$ cat config.mk
export PLATFORM = sky130hd
export DESIGN_NAME = scale_ctrl
export DESIGN_NICKNAME = d
export VERILOG_FILES = /design/src/rtl/scale_ctrl.sv
export SDC_FILE = /design/constraint.sdc
export NUM_CORES = 1
export LEC_CHECK = 0
export CORE_MARGIN = 2
export CORE_UTILIZATION = 50
export DETAILED_ROUTE_END_ITERATION = 16
export PLACE_DENSITY = 0.7
export REMOVE_ABC_BUFFERS = 1
export SYNTH_ARGS = -nofsm -noshare
export SYNTH_HDL_FRONTEND = slang
export SYNTH_SLANG_ARGS = --single-unit
$ cat constraint.sdc
create_clock -name clk -period 15.7 [get_ports clk]
set_input_delay 4.71 -clock clk [delete_from_list [all_inputs] [get_ports clk]]
set_output_delay 4.71 -clock clk [all_outputs]
set_load 0.01 [all_outputs]
$ cat src/rtl/scale_ctrl.sv
// rtl/scale_ctrl.sv - nearest-neighbour zoom sequencer: ROM pixel walk to FxF replicated RAM writes
// Optional abort/aborted ports enabled by SCALE_CTRL_ABORT_EN.
module scale_ctrl #(
  parameter int SRC_W      = 160,
  parameter int SRC_H      = 120,
  parameter int SRC_ADDR_W = 15,
  parameter int DST_ADDR_W = 19,
  parameter int ROM_LAT    = 1
) (
  input  logic                  clk,
  input  logic                  rst,
  input  logic                  start,
  input  logic [1:0]            zoom,
  output logic [SRC_ADDR_W-1:0] rom_addr,
  input  logic [7:0]            rom_data,
  output logic                  ram_we,
  input  logic                  ram_ready,
  output logic [DST_ADDR_W-1:0] ram_addr,
  output logic [7:0]            ram_data,
  output logic                  busy,
  output logic                  done
`ifdef SCALE_CTRL_ABORT_EN
  ,
  input  logic                  abort,
  output logic                  aborted
`endif
);

  localparam int LW = (SRC_H > 1) ? $clog2(SRC_H) : 1;
  localparam int CW = (SRC_W > 1) ? $clog2(SRC_W) : 1;
  localparam int WW = (ROM_LAT > 1) ? $clog2(ROM_LAT) : 1;

  typedef enum logic [2:0] {
    S_IDLE,
    S_FETCH,
    S_WAIT,
    S_WRITE,
    S_DONE
  } state_t;

  state_t          state, state_nxt;
  logic [1:0]      k;
  logic [LW-1:0]   linha;
  logic [CW-1:0]   coluna;
  logic [1:0]      di, dj;
  logic [WW-1:0]   wcnt;
  logic [7:0]      pix;

  logic [2:0]      f;
  logic [1:0]      fmax;
  logic            beat, blk_end, last_px, wait_last, kill;
  logic [DST_ADDR_W-1:0] dw, row_d, col_d, addr_calc;

  assign f         = 3'd1 << k;
  assign fmax      = 2'(f - 3'd1);
  assign beat      = (state == S_WRITE) && ram_ready;
  assign blk_end   = beat && (di == fmax) && (dj == fmax);
  assign last_px   = (linha == LW'(SRC_H - 1)) && (coluna == CW'(SRC_W - 1));
  assign wait_last = (wcnt == WW'(ROM_LAT - 1));

`ifdef SCALE_CTRL_ABORT_EN
  assign kill = abort && (state != S_IDLE);
`else
  assign kill = 1'b0;
`endif

  // Destination address built at full RAM width so the zoomed row stride never wraps early.
  assign dw        = DST_ADDR_W'(SRC_W) << k;
  assign row_d     = (DST_ADDR_W'(linha) << k) + DST_ADDR_W'(di);
  assign col_d     = (DST_ADDR_W'(coluna) << k) + DST_ADDR_W'(dj);
  assign addr_calc = row_d * dw + col_d;

  always_ff @(posedge clk or negedge rst) begin
    if (!rst) state <= S_IDLE;
    else      state <= state_nxt;
  end

  always_comb begin
    state_nxt = state;
    case (state)
      S_IDLE:  if (start) state_nxt = S_FETCH;
      S_FETCH: state_nxt = S_WAIT;
      S_WAIT:  if (wait_last) state_nxt = S_WRITE;
      S_WRITE: if (blk_end) state_nxt = last_px ? S_DONE : S_FETCH;
      S_DONE:  state_nxt = S_IDLE;
      default: state_nxt = S_IDLE;
    endcase
    if (kill) state_nxt = S_IDLE;
  end

  always_comb begin
    ram_we   = (state == S_WRITE);
    busy     = (state != S_IDLE);
    done     = (state == S_DONE);
    ram_data = pix;
    ram_addr = ram_we ? addr_calc : '0;
  end

  always_ff @(posedge clk or negedge rst) begin
    if (!rst) begin
      k        <= '0;
      linha    <= '0;
      coluna   <= '0;
      di       <= '0;
      dj       <= '0;
      wcnt     <= '0;
      pix      <= '0;
      rom_addr <= '0;
    end else if (kill) begin
      linha  <= '0;
      coluna <= '0;
      di     <= '0;
      dj     <= '0;
      wcnt   <= '0;
    end else begin
      case (state)
        S_IDLE: begin
          if (start) begin
            k      <= (zoom == 2'd3) ? 2'd0 : zoom;
            linha  <= '0;
            coluna <= '0;
            di     <= '0;
            dj     <= '0;
            wcnt   <= '0;
          end
        end
        S_FETCH: begin
          rom_addr <= SRC_ADDR_W'(linha) * SRC_ADDR_W'(SRC_W) + SRC_ADDR_W'(coluna);
          wcnt     <= '0;
        end
        S_WAIT: begin
          wcnt <= wcnt + 1'b1;
          if (wait_last) begin
            pix <= rom_data;
            di  <= '0;
            dj  <= '0;
          end
        end
        S_WRITE: begin
          if (beat) begin
            if (dj == fmax) begin
              dj <= '0;
              if (di == fmax) begin
                di <= '0;
                if (coluna == CW'(SRC_W - 1)) begin
                  coluna <= '0;
                  linha  <= last_px ? '0 : linha + 1'b1;
                end else begin
                  coluna <= coluna + 1'b1;
                end
              end else begin
                di <= di + 1'b1;
              end
            end else begin
              dj <= dj + 1'b1;
            end
          end
        end
        default: ;
      endcase
    end
  end

`ifdef SCALE_CTRL_ABORT_EN
  always_ff @(posedge clk or negedge rst) begin
    if (!rst) aborted <= 1'b0;
    else      aborted <= kill;
  end
`endif

endmodule

==> metrics.md, run 1 <==
| Metric | Value |
|---|---|
| Starting DRT DRC Count | 170 |
| Part of the Yosys area used for sequential elements | 19.9% |
| Gate power share | about two thirds |
| Ys async rst share | 100% |
| Largest net degree at the start of global routing | 57 |
| Fin util | 57.4% |
| DRC | 0 |
| Antenna violations before repair | 0 |
| Cts hold-fix bufs | 0 |
| Hpwl dp | ~9.5 mm |
| Total clock sinks | between 40 and 50 |
| Multi-input logic area | 0.00447 sq mm |
| Worst setup path category | flip-flop to output port |
| Switching pwr | 0.507 mW |
| Slew headroom | a little under a third |
| EDFF count, synth | 0 |
| Clock Path Buffers | 2 |
| Dominant cells by area after synthesis | dfrtp_1 (20%), ha_1 (19%), fa_1 (13%) |
| Worst Path Max Fanout | 56 |
| Fin. max-slew vios | 0 |
| Design Area, Final | about 0.0068 sq mm |
| DR WL/cell | 14.1 um |
| Synth-to-layout area growth | 13.3% |
| Clock latency on the worst-skew pair | 290 ps |
| GRT overflow | 0 |
| FMAX | 0.0738 GHz |
| Filler cells | roughly 1100 |
| Yosys top cell area share | 19.9% |
| Most used DFF post-synth | dfrtp_1 |
| Core area | 0.0119 sq mm |
| Leak | 3.39 nW |
| CP max stage cell | dfrtp_2 |
| Register area | around 0.0012 sq mm |
| Initial Utilization | around half |
| CTS tree | built |
| Critical Path Max Stage Delay | 1010 ps |
| Post-Route Skew | 3.03 ps |
| Most frequent cells in the layout | ha_1 (90), nand2_1 (57), clkdlybuf4s50_1 (57), nor2_1 (56), inv_1 (52) |
| Final worst path period need | about 14000 ps |
| IO buf count | 58 |
| Cts bufs inserted | 5 |
| Worst hold path class | flip-flop to flip-flop |
| Final hold vios | 0 |
| CTS HTree Levels | 2 |
| Power Density | 165 mW/mm^2 |
| First-pass GRT wire length | 21.5 mm |
| Max-Cap Viols | 0 |
| Mapped Cells | 667 |
| Cell Area, Synth | 0.00603 sq mm |
| Synth Area per Inst | a little over 9 sq um |
| Worst path cell trace | clkinv_1 > and3_1 > ha_1 > fa_1 > nand2b_1 > nor2_1 > xnor2_1 > nor2_1 > fa_1 > fa_1 > ha_1 > ha_1 > fa_1 > fa_1 > ha_1 > ha_1 > a21o_1 > a21o_1 > a21o_1 > a21o_1 > a41o_1 > xnor2_1 > nor2_1 > clkdlybuf4s50_1 |
| Seq pwr share | 20.6% |
| Dpl cells | 845 |
| Layout cells sized above 1 | 6.52% |
| Post-CTS setup buffer count | 0 |
| Most common cell after layout, fill and taps aside | ha_1 |
| CP arrival | 8830 ps |
| Vias in the first global route | 4825 |
| Fin crit share | 86.3% |
| Via count | ~4700 |
| Clock network power share | 11.0% |
| Routed wire length | 12.0 mm |
| RSZ-0062 raised after global routing | false |
| Die height | 114 um |
| Critical path endpoint category | output port |
| FP Rows | 40 |
| Post-Place Cell Area | 0.00666 sq mm |
| Gates resized, CTS repair | 0 |
| Switching Share | 45.0% |
| Seq cells post-synth | between 40 and 50 |
| Internal cell power | 0.619 mW |
| Status | finished clean |
| NumNets Final | 847 |
| IO Count | ~60 |
| Reg clk slew, reported paths | roughly 60 ps |
| Final setup viols | 0 |
| CTS root buf | clkbuf_16 |
| # diodes | 0 |
| DRT Pass-1 Iters | 5 |
| Final GP Congestion | roughly 0.8 |
| Cell taking the most area after synthesis | dfrtp_1 |
| CP Buf/Inv Count | 2 |
| Remaining antenna violation count after routing | 0 |
| Tot Pwr | between 1 and 1.5 mW |
| Worst-Margin Slew | roughly 1000 ps |
| Synth Warn # | 0 |
| CP startpoint kind | flip-flop |
| Critical path's top delay family | adder cells |
| Die width | ~110 um |
| Layout Cells excl Fill | between 800 and 900 |
| Die Area | approximately 0.013 sq mm |
| Critical path required time | 10990 ps |
| Setup TNS | 0 ps |
| Total track usage | between 15 and 20% |
| Synth unique cells | 64 |
| VDD IR-drop max | 0.0892 mV |
| Post-DR vias/cell | ~5.5 |
## Yosys cell counts, drive strengths merged, types with 2 or more instances
| library cell | number |
|---|---|
| o21ai | 33 |
| xnor2 | 26 |
| o22ai | 2 |
| o41ai | 2 |
| and4b | 3 |
| o21bai | 4 |
| and3 | 15 |
| xor2 | 16 |
| clkinv | 2 |
| mux2 | 13 |
| or2 | 7 |
| o31ai | 11 |
| nor3 | 25 |
| a41o | 2 |
| nor2b | 9 |
| a211oi | 2 |
| buf | 12 |
| nand3 | 18 |
| mux4 | 5 |
| a31oi | 5 |
| fa | 38 |
| and2 | 14 |
| a21boi | 3 |
| clkbuf | 22 |
| o21a | 3 |
| nor2 | 56 |
| mux2i | 9 |
| ha | 90 |
| nand4 | 2 |
| or4 | 2 |
| or3 | 2 |
| inv | 53 |
| nor3b | 3 |
| a21oi | 22 |
| nand3b | 3 |
| nand2b | 9 |
| dfrtp | 48 |
| nand2 | 57 |
| a21o | 10 |
## layout make-up
| cell class | count | area share (%) |
|---|---|---|
| repair buffers | 60 | 8.64 |
| clock buffers | 6 | 2.03 |
| clock inverters | 2 | 0.568 |
| flip-flops and latches | 48 | 17.6 |
| inverters | 55 | 3.02 |
| multi-input cells | 535 | 65.5 |
| well taps | 147 | 2.69 |
## stage by stage
| step | setup WS, ps | hold slack, ps |
|---|---|---|
| 2_1_floorplan | 2990 | 507 |
| 6_report | 2160 | 486 |
| 4_1_cts | 2110 | 491 |
| 3_5_place_dp | 2430 | 468 |
| 5_1_grt | 1510 | 523 |
| 3_3_place_gp | 2680 | 454 |
## worst reg2reg max path, delay by kind of cell, from the launching register on
kind / cells / cell delay (ps)
compound gates: 2 / 580
xor+xnor: 1 / 210
flops: 1 / 1010
simple gates: 4 / 900
## cell families after synthesis
family / Yosys count / share of synthesized area, %
and+or+nand+nor: 228 / 19.1
xor gates and xnor gates: 42 / 6.10
AOI/OAI and AO/OA: 104 / 11.4
muxes: 27 / 5.91
adders and majority gates: 128 / 31.3
other: 1 / 0.0622
DFF: 48 / 19.9
buffers and inverters: 89 / 6.26
## power groups by stage
stage                     logic [mW]  clock network [mW]  registers (mW)
after CTS                      0.780               0.128           0.231
after detailed placement       0.770                   0           0.233
after floorplan                0.479                   0           0.237
after global routing           0.867               0.133           0.243
after global placement         0.756                   0           0.229
final                          0.770               0.124           0.232
## path summary, 6_finish.rpt
| kind | from | to | slack, ps | depth (start not counted) |
|---|---|---|---|---|
| hold reg to reg | rom_addr[10]$_DFFE_PN0P_ | rom_addr[10]$_DFFE_PN0P_ | 490 | 2 |
| setup reg to reg | k[0]$_DFFE_PN0P_ | linha[4]$_DFFE_PN0P_ | 12900 | 7 |
| max in group asynchronous | rst | k[0]$_DFFE_PN0P_ | 10380 | 1 |
| min in group asynchronous | rst | rom_addr[12]$_DFFE_PN0P_ | 4610 | 1 |
| setup / recovery | k[0]$_DFFE_PN0P_ | ram_addr[18] | 2160 | 24 |
| hold / removal | rom_addr[10]$_DFFE_PN0P_ | rom_addr[10]$_DFFE_PN0P_ | 490 | 2 |
## state kept, by name, summed over array words and instances, names as in the netlist
signal / flops
k: 2
wcnt: 1
ram_data: 8
dj: 2
di: 2
coluna: 8
state: 3
linha: 7
rom_addr: 15
## metal layers
metal  vias to the layer above  wire, um  track usage, %  share of wire (%)
met3                        11       412            2.60                3.4
met5                         -         0               0                  0
met4                         0        85            3.33               0.71
met1                      2231      5420            25.8                 45
li1                       2356         -               -                  -
met2                        77      6100            36.0                 51
No activity file was read; power rests on OpenSTA's default activity.
==> inputs of run 2 (changes only) <==
--- a/config.mk
+++ b/config.mk
@@ -8,6 +8,7 @@
 export CORE_MARGIN = 2
 export CORE_UTILIZATION = 50
 export DETAILED_ROUTE_END_ITERATION = 16
+export MAX_ROUTING_LAYER = met4
 export PLACE_DENSITY = 0.7
 export REMOVE_ABC_BUFFERS = 1
 export SYNTH_ARGS = -nofsm -noshare
==> run 2 against run 1 <==
  * Final cell count unchanged
  * Largest cell class unchanged
  * Register-to-register slack about the same
  * Worst setup slack got worse by 5.3 ps
  * Fmax about the same
  * Design area unchanged
  * First-iteration DRC count decreased by 8.2%
  * Sequential share of layout area unchanged
  * Sequential power about the same
  * Clock power about the same
  * Core utilization unchanged
  * Total power about the same
  * Largest power group unchanged
  * Routed wire length about the same
==> metrics.md, run 2 (synthesized netlist as in run 1, its figures left out) <==
| Metric | Value |
|---|---|
| Post-Route Skew | between 3 and 4 ps |
| Hold endpoint | rom_addr[10]$_DFFE_PN0P_ |
| Worst hold path class | flip-flop to flip-flop |
| Status | finished clean |
| Remaining antenna violation count after routing | 0 |
| Die Area | 0.0130 sq mm |
| R2r startpoint | k[0]$_DFFE_PN0P_ |
| Layout Cells excl Fill | 853 |
| Worst path cell trace | clkinv_1 > and3_1 > ha_1 > fa_1 > nand2b_1 > nor2_1 > xnor2_1 > nor2_1 > fa_1 > fa_1 > ha_1 > ha_1 > fa_1 > fa_1 > ha_1 > ha_1 > a21o_1 > a21o_1 > a21o_1 > a21o_1 > a41o_1 > xnor2_1 > nor2_1 > clkdlybuf4s50_1 |
| Clock latency on the worst-skew pair | 290 ps |
| Layout cells sized above 1 | under 10% |
| Total track usage | 20.5% |
| Number of flip-flops under the largest register name | 15 |
| Final GP Congestion | 0.807 |
| Stages on the worst setup path | 24 |
| Cts bufs inserted | 5 |
| Largest net degree at the start of global routing | 57 |
| Post-CTS setup buffer count | 0 |
| Dpl cells | ~850 |
| Critical Path Max Stage Delay | 1010 ps |
| Most common cell after layout, fill and taps aside | ha_1 |
| Via count | between 4000 and 5000 |
| VDD IR-drop max | about 0.09 mV |
| Seq pwr share | 20.6% |
| Clock network power share | 11.0% |
| Reg with most FFs | rom_addr |
| Gates resized, CTS repair | 0 |
| Initial Utilization | 50.7% |
| Final setup viols | 0 |
| # diodes | 0 |
| DRC | 0 |
| Worst reg-to-reg setup slack | ~13000 ps |
| Worst R2R Path Depth | 7 |
| DRT Pass-1 Iters | 5 |
| Antenna violations before repair | 0 |
| CP Buf/Inv Count | 2 |
| FP Rows | 40 |
| Worst Path Max Fanout | 56 |
| DR WL/cell | 14.1 um |
| GRT overflow | 0 |
| Starting DRT DRC Count | 156 |
| Critical path's top delay family | adder cells |
| Fin. max-slew vios | 0 |
| Worst hold start | rom_addr[10]$_DFFE_PN0P_ |
| CP max stage cell | dfrtp_2 |
| Most frequent cells in the layout | ha_1 (90), nand2_1 (57), clkdlybuf4s50_1 (57), nor2_1 (56), inv_1 (52) |
| First-pass GRT wire length | 21.5 mm |
| Routed wire length | 12.0 mm |
| RSZ-0062 raised after global routing | false |
| Total clock sinks | 48 |
| IO buf count | 58 |
| Cts hold-fix bufs | 0 |
| R2r endpoint | linha[4]$_DFFE_PN0P_ |
| Gate power share | 68.4% |
| Die height | 114 um |
| Internal cell power | between 0.6 and 0.7 mW |
| Hold path depth | 2 |
| CP startpoint kind | flip-flop |
| CP arrival | 8840 ps |
| FMAX | 0.0738 GHz |
| Fin util | between 50% and 60% |
| Setup TNS | 0 ps |
| Place WS | 2430 ps |
| Max-Cap Viols | 0 |
| Die width | between 100 and 150 um |
| Worst setup path category | flip-flop to output port |
| Vias in the first global route | 4832 |
| NumNets Final | about 850 |
| CTS root buf | clkbuf_16 |
| Switching pwr | 0.508 mW |
| Worst-Margin Slew | 1040 ps |
| Critical path endpoint category | output port |
| Worst Slack Setup Final | 2150 ps |
| Hpwl dp | between 9 and 10 mm |
| Reg clk slew, reported paths | 60 ps |
| Slew headroom | 30.9% |
| Final hold vios | 0 |
| Leak | about 3.4 nW |
| Clock Path Buffers | 2 |
| Core area | between 0.01 and 0.015 sq mm |
| Post-DR vias/cell | 5.49 |
| Power Density | around 160 mW/mm^2 |
| Tot Pwr | 1.13 mW |
| Synth-to-layout area growth | 13.3% |
| Critical path required time | between 10000 and 15000 ps |
| CTS HTree Levels | 2 |
| Switching Share | 45.0% |
| Fin crit share | 86.3% |
| Final worst path period need | 13550 ps |
| CTS tree | built |
| IO Count | 59 |
[run 2: cell counts in the layout (fill, tap and decap cells not counted)]
Identical to the previous run, type by type.
[run 2: layout make-up]
class / instances / area [sq um]
inverters: 55 / 206
fillers: 1087 / 5080
well taps: 147 / 184
clock buffers: 6 / 139
repair buffers: 60 / 591
multi-input cells: 535 / 4470
clock inverters: 2 / 38.8
flip-flops and latches: 48 / 1200
[run 2: power by group through the flow]
stage                     logic, mW  clock network [mW]  registers, mW
final                         0.771               0.124          0.232
after global routing          0.867               0.133          0.243
after CTS                     0.780               0.128          0.231
after detailed placement      0.770                   0          0.233
after global placement        0.756                   0          0.229
after floorplan               0.479                   0          0.237
[run 2: metal layers]
| metal | global-route usage, % | vias to the layer above | wire length, um |
|---|---|---|---|
| li1 | - | 2362 | - |
| met1 | 26.0 | 2235 | 5550 |
| met2 | 36.1 | 79 | 6080 |
| met3 | 2.28 | 9 | 322 |
| met4 | 3.33 | 0 | 68 |
| met5 | - | - | 0 |
[run 2: through the flow]
step	hold WS [ps]	area [sq um]
finish	486	6830
global route	523	6830
CTS	491	6830
detailed placement	468	6660
global placement	454	6660
floorplan	507	5880
[run 2: worst max-delay path by stage]
| stage | startpoint | endpoint | slack (ps) |
|---|---|---|---|
| floorplan | k[0]$_DFFE_PN0P_ | ram_addr[18] | 2990 |
| global placement | k[0]$_DFFE_PN0P_ | ram_addr[17] | 2680 |
| detailed placement | k[0]$_DFFE_PN0P_ | ram_addr[18] | 2430 |
| CTS | k[0]$_DFFE_PN0P_ | ram_addr[18] | 2110 |
| global route | k[0]$_DFFE_PN0P_ | ram_addr[18] | 1500 |
| finish | k[0]$_DFFE_PN0P_ | ram_addr[18] | 2150 |
[run 2: worst reg2reg max path: stages, from the launching register on]
cell	delay (ps)
dfrtp_2	1010
xor2_1	210
o31ai_2	300
nand4_2	180
and2_4	230
nand2b_4	190
or2_4	300
o31ai_1	270
